### src/rtl/hazard_pkg.sv
// Shared constants and types for the ID-stage hazard controller.
// Opcodes follow the LEGv8 encoding; the FSM encoding lives here too.
package hazard_pkg;

    localparam int unsigned INSTR_W     = 32;
    localparam int unsigned REG_W       = 5;
    localparam int unsigned OPC_W       = 11;
    localparam int unsigned CNT_W       = 2;
    localparam int unsigned STALL_CNT_W = 32;

    localparam logic [REG_W-1:0] XZR = REG_W'(31);

    // R-type (11-bit opcodes)
    localparam logic [10:0] OP_ADD  = 11'b100_0101_1000;
    localparam logic [10:0] OP_SUB  = 11'b110_0101_1000;
    localparam logic [10:0] OP_AND  = 11'b100_0101_0000;
    localparam logic [10:0] OP_ORR  = 11'b101_0101_0000;
    localparam logic [10:0] OP_ADDS = 11'b101_0101_1000;
    localparam logic [10:0] OP_SUBS = 11'b111_0101_1000;

    // D-type
    localparam logic [10:0] OP_LDUR = 11'b111_1100_0010;
    localparam logic [10:0] OP_STUR = 11'b111_1100_0000;

    // I-type (10-bit opcodes)
    localparam logic [9:0] OP_ADDI = 10'b10_0100_0100;
    localparam logic [9:0] OP_SUBI = 10'b11_0100_0100;

    // CB-type (8-bit) and B-type (6-bit)
    localparam logic [7:0] OP_CBZ   = 8'b1011_0100;
    localparam logic [7:0] OP_BCOND = 8'b0101_0100;
    localparam logic [5:0] OP_B     = 6'b00_0101;

    typedef enum logic {
        ST_RUN   = 1'b0,
        ST_STALL = 1'b1
    } state_t;

    function automatic logic is_rtype(input logic [OPC_W-1:0] opc);
        return (opc == OP_ADD)  || (opc == OP_SUB)  || (opc == OP_AND) ||
               (opc == OP_ORR)  || (opc == OP_ADDS) || (opc == OP_SUBS);
    endfunction

endpackage

### src/rtl/hazard_decode.sv
// Combinational source-register-use decode of the instruction held in ID.
module hazard_decode
    import hazard_pkg::*;
(
    input  logic [OPC_W-1:0] opcode,
    output logic             uses_rn,
    output logic             uses_rm,
    output logic             uses_rt,
    output logic             is_cbz,
    output logic             is_bcond
);

    logic is_r;
    logic is_imm;
    logic is_ldur;
    logic is_stur;
    logic is_b;

    always_comb begin
        is_r     = is_rtype(opcode);
        is_imm   = (opcode[10:1] == OP_ADDI) || (opcode[10:1] == OP_SUBI);
        is_ldur  = (opcode == OP_LDUR);
        is_stur  = (opcode == OP_STUR);
        is_cbz   = (opcode[10:3] == OP_CBZ);
        is_bcond = (opcode[10:3] == OP_BCOND);
        is_b     = (opcode[10:5] == OP_B);

        // An unconditional branch reads no registers at all.
        uses_rn = !is_b && (is_r || is_imm || is_ldur || is_stur);
        uses_rm = !is_b && is_r;
        uses_rt = !is_b && (is_stur || is_cbz);
    end

endmodule

### src/rtl/hazard_ctrl.sv
// ID-stage hazard controller: load-use and CBZ branch-ALU stalls, branch flush.
// Optional HAZARD_FLAG_EN adds a B.cond stall behind flag-setting EX instructions.
module hazard_ctrl
    import hazard_pkg::*;
(
    input  logic                   clk,
    input  logic                   reset,
    input  logic [INSTR_W-1:0]     IC_in,
    input  logic                   ex_mem_read,
    input  logic                   ex_reg_write,
    input  logic [REG_W-1:0]       ex_rd,
`ifdef HAZARD_FLAG_EN
    input  logic                   ex_set_flags,
`endif
    input  logic                   branch_taken,
    output logic                   Hazard_out,
    output logic                   bubble,
    output logic                   flush,
    output logic [STALL_CNT_W-1:0] stall_count
);

    logic uses_rn, uses_rm, uses_rt, is_cbz, is_bcond;

    hazard_decode u_decode (
        .opcode   (IC_in[31:21]),
        .uses_rn  (uses_rn),
        .uses_rm  (uses_rm),
        .uses_rt  (uses_rt),
        .is_cbz   (is_cbz),
        .is_bcond (is_bcond)
    );

    logic [REG_W-1:0] rn, rm, rt;
    logic             unused_shamt;

    assign rn           = IC_in[9:5];
    assign rm           = IC_in[20:16];
    assign rt           = IC_in[4:0];
    assign unused_shamt = ^IC_in[15:10];

    logic src_match;
    logic load_use;
    logic branch_alu;
    logic flag_haz;
    logic hazard;

    // XZR never carries a dependency, so it is masked before any match.
    always_comb begin
        src_match  = (ex_rd != XZR) &&
                     ((uses_rn && (rn == ex_rd)) ||
                      (uses_rm && (rm == ex_rd)) ||
                      (uses_rt && (rt == ex_rd)));
        load_use   = ex_mem_read && src_match;
        branch_alu = is_cbz && ex_reg_write && !ex_mem_read &&
                     (ex_rd != XZR) && (rt == ex_rd);
        hazard     = load_use || branch_alu || flag_haz;
    end

`ifdef HAZARD_FLAG_EN
    assign flag_haz = is_bcond && ex_set_flags;
`else
    logic unused_bcond;
    assign unused_bcond = is_bcond;
    assign flag_haz     = 1'b0;
`endif

    state_t           state, state_nxt;
    logic [CNT_W-1:0] cnt, cnt_nxt;
    logic             stall;

    // Next state, remaining-cycle counter and stall decision.
    always_comb begin
        state_nxt = state;
        cnt_nxt   = cnt;
        stall     = 1'b0;
        case (state)
            ST_RUN: begin
                if (hazard) begin
                    stall = 1'b1;
                    // A load feeding CBZ needs the value one cycle later than ALU ops.
                    if (load_use && is_cbz) begin
                        state_nxt = ST_STALL;
                        cnt_nxt   = CNT_W'(1);
                    end
                end
            end
            ST_STALL: begin
                stall   = 1'b1;
                cnt_nxt = cnt - CNT_W'(1);
                if (cnt_nxt == CNT_W'(0)) begin
                    state_nxt = ST_RUN;
                end
            end
            default: begin
                state_nxt = ST_RUN;
                cnt_nxt   = CNT_W'(0);
            end
        endcase
        if (reset) begin
            stall = 1'b0;
        end
    end

    assign Hazard_out = stall;
    assign bubble     = stall;
    assign flush      = branch_taken && !stall && !reset;

    // Updates on the falling edge, in step with the IF/ID register.
    always_ff @(negedge clk) begin
        if (reset) begin
            state       <= ST_RUN;
            cnt         <= CNT_W'(0);
            stall_count <= STALL_CNT_W'(0);
        end else begin
            state <= state_nxt;
            cnt   <= cnt_nxt;
            if (stall) begin
                stall_count <= stall_count + STALL_CNT_W'(1);
            end
        end
    end

endmodule

### config.mk
export PLATFORM = sky130hd
export DESIGN_NAME = hazard_ctrl
export DESIGN_NICKNAME = d
export VERILOG_FILES = /design/src/rtl/hazard_pkg.sv /design/src/rtl/hazard_decode.sv /design/src/rtl/hazard_ctrl.sv
export SDC_FILE = /design/constraint.sdc
export NUM_CORES = 1
export LEC_CHECK = 0
export CAP_MARGIN = 20
export CELL_PAD_IN_SITES_DETAIL_PLACEMENT = 1
export CELL_PAD_IN_SITES_GLOBAL_PLACEMENT = 1
export CORE_MARGIN = 4
export CORE_UTILIZATION = 30
export DETAILED_ROUTE_END_ITERATION = 7
export PLACE_DENSITY = 0.81
export SLEW_MARGIN = 20
export SYNTH_ARGS = -nofsm -noshare
export SYNTH_HDL_FRONTEND = slang
export SYNTH_SLANG_ARGS = --single-unit
### constraint.sdc
create_clock -name clk -period 3.34 [get_ports clk]
set_clock_uncertainty 0.05 [all_clocks]
set_input_delay 0.668 -clock clk [delete_from_list [all_inputs] [get_ports clk]]
set_output_delay 0.668 -clock clk [all_outputs]
set_load 0.01 [all_outputs]
==> Word-level counts from Yosys, hierarchy flattened <==
Cells that the tools add are included.
{ "totals": {"output_inout_bits": 35, "word_cells": 68, "reg_bits": 35} }
{ "op_classes": {"eq_ne": 18, "n_bitwise": 1, "mux": 10, "n_addsub": 2, "reduce_logical": 34} }
{ "ops": {"columns": ["operator", "count"], "rows": [
  ["equality test 11 bit (second input constant)", 8],
  ["adder 32 x 1 -> 32 bit (second input constant)", 1],
  ["equality test 10 bit (second input constant)", 2],
  ["equality test 5 bit", 3],
  ["logical AND 1 bit", 15],
  ["logical OR 1 bit", 13],
  ["equality test 8 bit (second input constant)", 1],
  ["equality test 6 x 3 -> 1 bit (second input constant)", 1],
  ["two-way mux 1 bit", 5],
  ["inequality test 5 bit (second input constant)", 1],
  ["zero test 1 bit", 4],
  ["two-way mux 2 bit", 2],
  ["inequality test 2 bit (second input constant)", 2],
  ["one-hot mux 1 bit (2 select lines)", 2],
  ["one-hot mux 2 bit (2 select lines)", 1],
  ["zero test 2 bit", 1],
  ["AND reduction 2 bit", 1],
  ["subtractor 2 x 1 -> 2 bit (second input constant)", 1],
  ["NOT 1 bit", 1]
]} }

==> Logic depth before layout (Yosys ltp) <==
Gate-level depths: netlist of run 1.
{ "logic_depth": {"depth_word": 22, "mapped_depth": 9} }

==> By module <==
Synthesis of run 1 repeated with hierarchy kept, for this count alone.
{ "unflattened": {"cells_unflattened": 253, "hier_area_um2": 2094.5} }
{ "modules_own_cells": {"columns": ["mod", "area_per_inst_um2", "instances", "cells_per_inst", "seq_area_each_um2"], "rows": [
  ["hazard_ctrl", 1963.1, 1, 234, 700.7],
  ["hazard_decode", 131.4, 1, 19, 0.0]
]} }

==> results.sh, run 1 <==
export IMPL_status="complete, but fails checks"
export IMPL_violations="setup timing"
export IMPL_grt_pass1_vias=3229
export IMPL_fillers=802
export IMPL_crit_buf_inv=5
export IMPL_cts_made_buffers=5
export IMPL_synthCells=257
export IMPL_nNetsFinal=474
export IMPL_cts_buffer_depth=2
export IMPL_area_delta_synth_final_pct=92.0
export IMPL_grt_max_degree=39
export IMPL_synth_cell_area_um2=2070
export IMPL_rsz0062_at_grt="yes"
export IMPL_vias=2924
export IMPL_wl_um=10600
export IMPL_hold_path_depth=2
export IMPL_syn_num_nets=301
export IMPL_wl_per_cell_um=20.8
export IMPL_rows=30
export IMPL_powerDensity_nw_per_um2=267
export IMPL_ios=77
export IMPL_fin_cells=511
export IMPL_regArea_um2=718
export IMPL_leakagePower_nw=1.74
export IMPL_synth_warnings=0
export IMPL_path_clk_slew_ns=0.04
export IMPL_synth_top_area_share_pct=33.8
export IMPL_cp_end_kind="flip-flop"
export IMPL_hpwl_um=5450
export IMPL_cts_tree="done"
export IMPL_synth_xor_area_share_pct=6.76
export IMPL_yosysSeqAreaShare_pct=33.8
export IMPL_ctsHtreeMaxLevel=2
export IMPL_reg2reg_to="stall_count[28]"
export IMPL_fp_dieH_um=91.1
export IMPL_worst_setup_path_start_kind="input port"
export IMPL_async_reset_ff_share_pct=0
export IMPL_grt_pass1_wl_um=15900
export IMPL_yosys_area_top_type="dfxtp_1"
export IMPL_synth_most_common_cell="dfxtp_1"
export IMPL_synthAdderAreaFrac_pct=1.21
export IMPL_crit_required_ns=1.90
export IMPL_synth_top_family_by_area="simple AND/OR/NAND/NOR gates"
export IMPL_grt_overflow_total=0
export IMPL_ir_drop_mv=0.137
export IMPL_regToRegSetupSlack_ns=0.62
export IMPL_synth_ff_type="dfxtp_1"
export IMPL_ys_top_cells_by_area="dfxtp_1 34%, a21oi_1 7.5%, or3_1 6.3%"
export IMPL_maxCapViolCount=0
export IMPL_worst_pin_slew_ns=0.599
export IMPL_synth_edff_count=0
export IMPL_cp_top_family="simple AND/OR/NAND/NOR gates"
export IMPL_avgSynthCellArea_um2=8.07
export IMPL_via_per_inst=5.72
export IMPL_clock_sinks=35
export IMPL_synth_compound_area_share_pct=20.2
export IMPL_synth_seq_cells=35
export IMPL_critPathLaunch="IC_in[27]"
export IMPL_postRouteAntennaNets=0
export IMPL_dp_cells=437
export IMPL_portBuffers=70
export IMPL_cts_root_buf="clkbuf_8"
export IMPL_dr_pass1_iters=4
export IMPL_slew_violations=0
export IMPL_timing_rr_start="stall_count[7]"
export IMPL_gp_congestion=0.755
export IMPL_cp_cell_sequence="buf_12 > buf_6 > nor3b_4 > a41oi_2 > nor4_2 > a22o_1 > nor3_4 > buf_12 > buf_16 > buf_6 > or4_4 > a21oi_2"
export IMPL_synth_area_mux_share_pct=0.483
export IMPL_setup_viol=38
export IMPL_crit_type="input port to flip-flop"
export IMPL_initialDrtViolationCount=207
export IMPL_hold_viol_final=0
export IMPL_slowest_delay_ns=0.53
export IMPL_drc=0
export IMPL_reg2regPathDepth=7
export IMPL_min_path_type="flip-flop to flip-flop"
export IMPL_min_from="stall_count[31]"
export IMPL_die_w_um=91.1
export IMPL_layout_setup_ws_ns=-0.924
export IMPL_synth_simple_area_share_pct=33.0
export IMPL_start_util_pct=30.7
export IMPL_critPathSlowestCell="or4_4"
export IMPL_antenna_found_initial=0
export IMPL_relSlewSlack_pct=60.0
export IMPL_diodes=0
export IMPL_multiInputGateArea_um2=1660
export IMPL_synth_commonest_cells="35 x dfxtp_1, 31 x a21oi_1, 21 x or3_1"
export IMPL_worstSkewPairLatency_ns=0.39
export IMPL_core_area_um2=6760
export IMPL_path_max_fanout=6
export IMPL_synth_cell_types=43
export IMPL_arrival_ns=2.82
export IMPL_drive_gt1_share_pct=49.2
export IMPL_dieArea_um2=8300
export IMPL_track_usage_pct=23.9
export IMPL_holdPathEnd="stall_count[31]"
export IMPL_p_total_mw=1.06
==> registers in the layout, indices dropped and copies added (netlist names) <==
signal and cells:
cnt 2, state 1, stall_count 32
==> metal layers <==
metal,track usage (%),vias to the layer above,share of wire (%)
li1,-,1322,-
met1,24.4,1436,38
met2,44.5,133,53
met3,5.88,33,5.6
met4,12.3,0,3.3
met5,0,-,0
==> timing repair <==
action                     CTS  global route
gates resized for setup    243            98
buffers inserted            22             8
hold buffers                 0             0
setup endpoints to repair   70            66
gates cloned                 5             0
pin swaps                   59            39
==> cells by family after synthesis <==
| family | Yosys count |
|---|---|
| DFF | 35 |
| and+or+nand+nor | 114 |
| muxes | 1 |
| adders and majority gates | 2 |
| buffers and inverters | 19 |
| xor gates and xnor gates | 16 |
| AOI/OAI and AO/OA | 70 |
==> final cells by class <==
cell class | instances | share of cell area (%)
multi-input combinational | 203 | 41.7
timing repair buffer | 148 | 32.2
sequential | 35 | 18.0
clock inverter | 38 | 3.65
tap | 80 | 2.51
clock buffer | 5 | 1.73
inverter | 2 | 0.189
==> power by group <==
part	switching [mW]	total, mW	internal (mW)
Sequential	0.00000287	0.417	0.417
Clock	0.319	0.516	0.197
Combinational	0.0580	0.129	0.0706
Total	0.377	1.06	0.685
==> worst register-to-register path: cells and delay by family, from the launching register on <==
kind	cells	cell delay, ns
and+or+nand+nor	4	1.62
AOI/OAI and AO/OA	2	0.42
DFF	1	0.34
buffers and inverters	1	0.15
==> worst max-delay path by stage <==
stage                      end  slack [ns]  cells after the start
2_1_floorplan  stall_count[17]       -0.61                      8
3_3_place_gp   stall_count[21]       -1.41                      9
3_5_place_dp   stall_count[21]       -1.46                      9
4_1_cts        stall_count[17]       -0.74                     10
5_1_grt        stall_count[26]       -0.95                     11
6_report       stall_count[26]       -0.92                     12
==> layout by cell type (no fill, tap or decap), types with 3 or more instances in the layout <==
cell type / instances
a21oi_1: 23
a21oi_2: 8
and2_1: 3
and3_1: 3
buf_12: 3
buf_16: 5
buf_2: 22
buf_4: 56
buf_6: 22
clkbuf_2: 20
clkbuf_8: 5
clkdlybuf4s15_1: 8
dfxtp_1: 27
dfxtp_2: 5
dfxtp_4: 3
dlygate4sd2_1: 6
inv_1: 38
nand2_1: 12
nand3_1: 14
nand4_1: 14
nor2_1: 6
nor4_2: 3
o21ai_0: 14
o21ai_2: 3
o31ai_1: 7
o31ai_4: 3
or3_1: 16
or3_4: 5
or4_1: 5
or4_4: 6
xnor2_2: 8
xor2_1: 4
==> stage by stage <==
step,worst slack [ns],util (%),cell area [um^2],hold slack (ns),TNS (ns)
CTS,-0.740,57.5,3880,0.439,-21.98
floorplan,-0.606,-,2120,0.398,-18.53
finish,-0.924,58.9,3980,0.447,-26.37
global route,-0.946,58.9,3980,0.465,-28.63
detailed placement,-1.46,47.2,3190,0.443,-48.72
global placement,-1.41,47.2,3190,0.411,-46.37
Note: power is estimated with default switching activity, not from simulation.
==> run 2, diff against run 1 <==
--- a/config.mk
+++ b/config.mk
@@ -9,9 +9,9 @@
 export CELL_PAD_IN_SITES_DETAIL_PLACEMENT = 1
 export CELL_PAD_IN_SITES_GLOBAL_PLACEMENT = 1
 export CORE_MARGIN = 4
-export CORE_UTILIZATION = 30
+export CORE_UTILIZATION = 28
 export DETAILED_ROUTE_END_ITERATION = 7
-export PLACE_DENSITY = 0.81
+export PLACE_DENSITY = 0.79
 export SLEW_MARGIN = 20
 export SYNTH_ARGS = -nofsm -noshare
 export SYNTH_HDL_FRONTEND = slang
==> constraint.sdc (replaced) <==
create_clock -name clk -period 3.69 [get_ports clk]
set_clock_uncertainty 0.05 [all_clocks]
set_input_delay 0.738 -clock clk [delete_from_list [all_inputs] [get_ports clk]]
set_output_delay 0.738 -clock clk [all_outputs]
set_load 0.01 [all_outputs]
==> run 2 against run 1 <==
The run still ends with setup timing left. Sequential cell count did not move. Register-to-register slack better by 0.37 ns. Global-route usage shrank 0.65 points. Sequential power down 8.9%. Count of clock-buffer cells in the layout did not move. Clock power rose by 31%. Core utilization down 4.3 points. Worst hold slack improved by 0.0018 ns. Combinational power down 10%. Non-clock buffer count shrank 20. Final cell count fell by 0.20%. Sequential share of layout area about the same.
==> results.sh, run 2 (synthesis results as in run 1) <==
export IMPL_area_delta_synth_final_pct=90.0
export IMPL_p_clk_share_pct=57.6
export IMPL_gp_congestion=0.781
export IMPL_slew_violations=0
export IMPL_fillers=862
export IMPL_crit_required_ns=2.07
export IMPL_multiInputGateArea_um2=1620
export IMPL_design_area_um2=3940
export IMPL_wl_per_cell_um=21.2
export IMPL_diodes=0
export IMPL_grt_max_degree=39
export IMPL_final_setup_tns_ns=-23.65
export IMPL_vias=2872
export IMPL_arrival_ns=2.91
export IMPL_hold_viol_final=0
export IMPL_fin_util_pct=54.6
export IMPL_path_clk_slew_ns=0.04
export IMPL_cp_cell_sequence="buf_2 > nor2b_1 > nand4_1 > a211oi_2 > o211a_1 > nor3_4 > buf_6 > buf_16 > buf_8 > buf_6 > or3_1 > a21oi_1"
export IMPL_hpwl_um=5350
export IMPL_min_path_type="flip-flop to flip-flop"
export IMPL_rsz0062_at_grt="yes"
export IMPL_fp_dieH_um=94.1
export IMPL_crit_end="stall_count[27]"
export IMPL_fin_cells=510
export IMPL_crit_type="input port to flip-flop"
export IMPL_timing_rr_start="stall_count[3]"
export IMPL_wl_um=10800
export IMPL_rows=31
export IMPL_critPathLaunch="IC_in[28]"
export IMPL_reg2regPathDepth=6
export IMPL_cp_end_kind="flip-flop"
export IMPL_hold_path_depth=2
export IMPL_cts_tree="done"
export IMPL_crit_buf_inv=5
export IMPL_cts_made_buffers=5
export IMPL_dr_pass1_iters=4
export IMPL_status="complete, but fails checks"
export IMPL_cp_depth=12
export IMPL_switching_share_pct=29.0
export IMPL_ctsHtreeMaxLevel=2
export IMPL_grt_overflow_total=0
export IMPL_postRouteAntennaNets=0
export IMPL_core_area_um2=7210
export IMPL_ir_drop_mv=0.151
export IMPL_ios=77
export IMPL_layout_setup_ws_ns=-0.839
export IMPL_leakagePower_nw=1.71
export IMPL_reg2reg_to="stall_count[28]"
export IMPL_pwr_share_comb_pct=9.9
export IMPL_violations="setup timing"
export IMPL_place_area_um2=3110
export IMPL_worstSkewPairLatency_ns=0.41
export IMPL_path_max_fanout=5
export IMPL_maxCapViolCount=0
export IMPL_track_usage_pct=23.2
export IMPL_grt_pass1_wl_um=15900
export IMPL_setup_viol=39
export IMPL_relSlewSlack_pct=57.7
export IMPL_regToRegSetupSlack_ns=0.99
export IMPL_cts_root_buf="clkbuf_8"
export IMPL_drive_gt1_share_pct=41.6
export IMPL_cp_common_cell="buf_6"
export IMPL_portBuffers=70
export IMPL_largest_registers="stall_count x32, cnt x2, state x1"
export IMPL_cts_buffer_depth=2
export IMPL_p_seq_share_pct=32.5
export IMPL_largest_reg_flops=32
export IMPL_worst_setup_path_start_kind="input port"
export IMPL_layout_common_cells="37 x inv_1, 37 x buf_4, 26 x dfxtp_1, 24 x dlygate4sd2_1, 20 x a21oi_1"
export IMPL_via_per_inst=5.63
export IMPL_critPathSlowestCell="or3_1"
export IMPL_start_util_pct=28.7
export IMPL_cell_internal_pwr_mw=0.831
export IMPL_clock_sinks=35
export IMPL_regArea_um2=712
export IMPL_switching_power_mw=0.340
export IMPL_grt_pass1_vias=3131
export IMPL_dp_cells=441
export IMPL_dieArea_um2=8850
export IMPL_powerDensity_nw_per_um2=297
export IMPL_die_w_um=94.1
export IMPL_top_register="stall_count"
export IMPL_nNetsFinal=454
export IMPL_cts_hold_buffers=0
export IMPL_worst_pin_slew_ns=0.634
export IMPL_cp_top_family="simple AND/OR/NAND/NOR gates"
export IMPL_initialDrtViolationCount=145
export IMPL_antenna_found_initial=0
export IMPL_slowest_delay_ns=0.35
export IMPL_drc=0
run 2: cell count changes in the layout (fill, tap and decap cells not counted), sizes merged:
cell,change
clkinvlp,-2
dlygate4sd2,+18
clkbuf,-10
clkdlybuf4s15,+1
buf,-29
inv,-1
bufinv,+3
run 2: what timing repair did:
action / 4_1_cts / 5_1_grt
pin swaps: 77 / 40
setup buffers: 19 / 5
endpoints found under the setup margin: 70 / 55
cloned: 4 / 0
resized for setup: 217 / 67
hold endpoints to repair: 0 / 0
run 2: area by class of cell:
class / instances / share of cell area, %
repair buffers: 128 / 30.1
clock inverters: 38 / 5.62
multi-input cells: 203 / 41.1
clock buffers: 5 / 1.75
well taps: 99 / 3.14
inverters: 2 / 0.191
flip-flops and latches: 35 / 18.1
run 2: worst min-delay path by stage:
stage,from,to
final,stall_count[8],stall_count[8]
after global routing,stall_count[22],stall_count[22]
after CTS,cnt[1],cnt[1]
after detailed placement,cnt[1],cnt[1]
after global placement,cnt[1],cnt[1]
after floorplan,cnt[1],cnt[1]
run 2: per-stage QoR:
step	power (mW)	setup slack [ns]	hold WS [ns]
2_1_floorplan	0.479	-0.501	0.398
3_3_place_gp	0.536	-1.34	0.413
3_5_place_dp	0.539	-1.46	0.427
4_1_cts	1.16	-0.652	0.433
5_1_grt	1.24	-0.835	0.471
6_report	1.17	-0.839	0.449
run 2: worst min-delay path: cells and delay by family, from the launching register on:
kind	cells	cell delay (ns)
DFF	1	0.32
AOI/OAI and AO/OA	2	0.13
run 2: layer usage:
| metal | track usage (%) | routed length (um) | share of wire (%) | vias to the layer above |
|---|---|---|---|---|
| met2 | 40.9 | 5650 | 52 | 132 |
| met5 | 0 | 0 | 0 | - |
| met4 | 14.7 | 456 | 4.2 | 0 |
| li1 | - | - | - | 1283 |
| met1 | 23.8 | 4060 | 38 | 1416 |
| met3 | 6.97 | 651 | 6.0 | 41 |
run 2: power by group through the flow:
stage / clock network, mW / registers [mW] / logic, mW
final: 0.675 / 0.380 / 0.116
after floorplan: 0.0596 / 0.386 / 0.0332
after detailed placement: 0.0596 / 0.386 / 0.0935
after global routing: 0.736 / 0.379 / 0.123
after CTS: 0.671 / 0.380 / 0.104
after global placement: 0.0596 / 0.386 / 0.0900
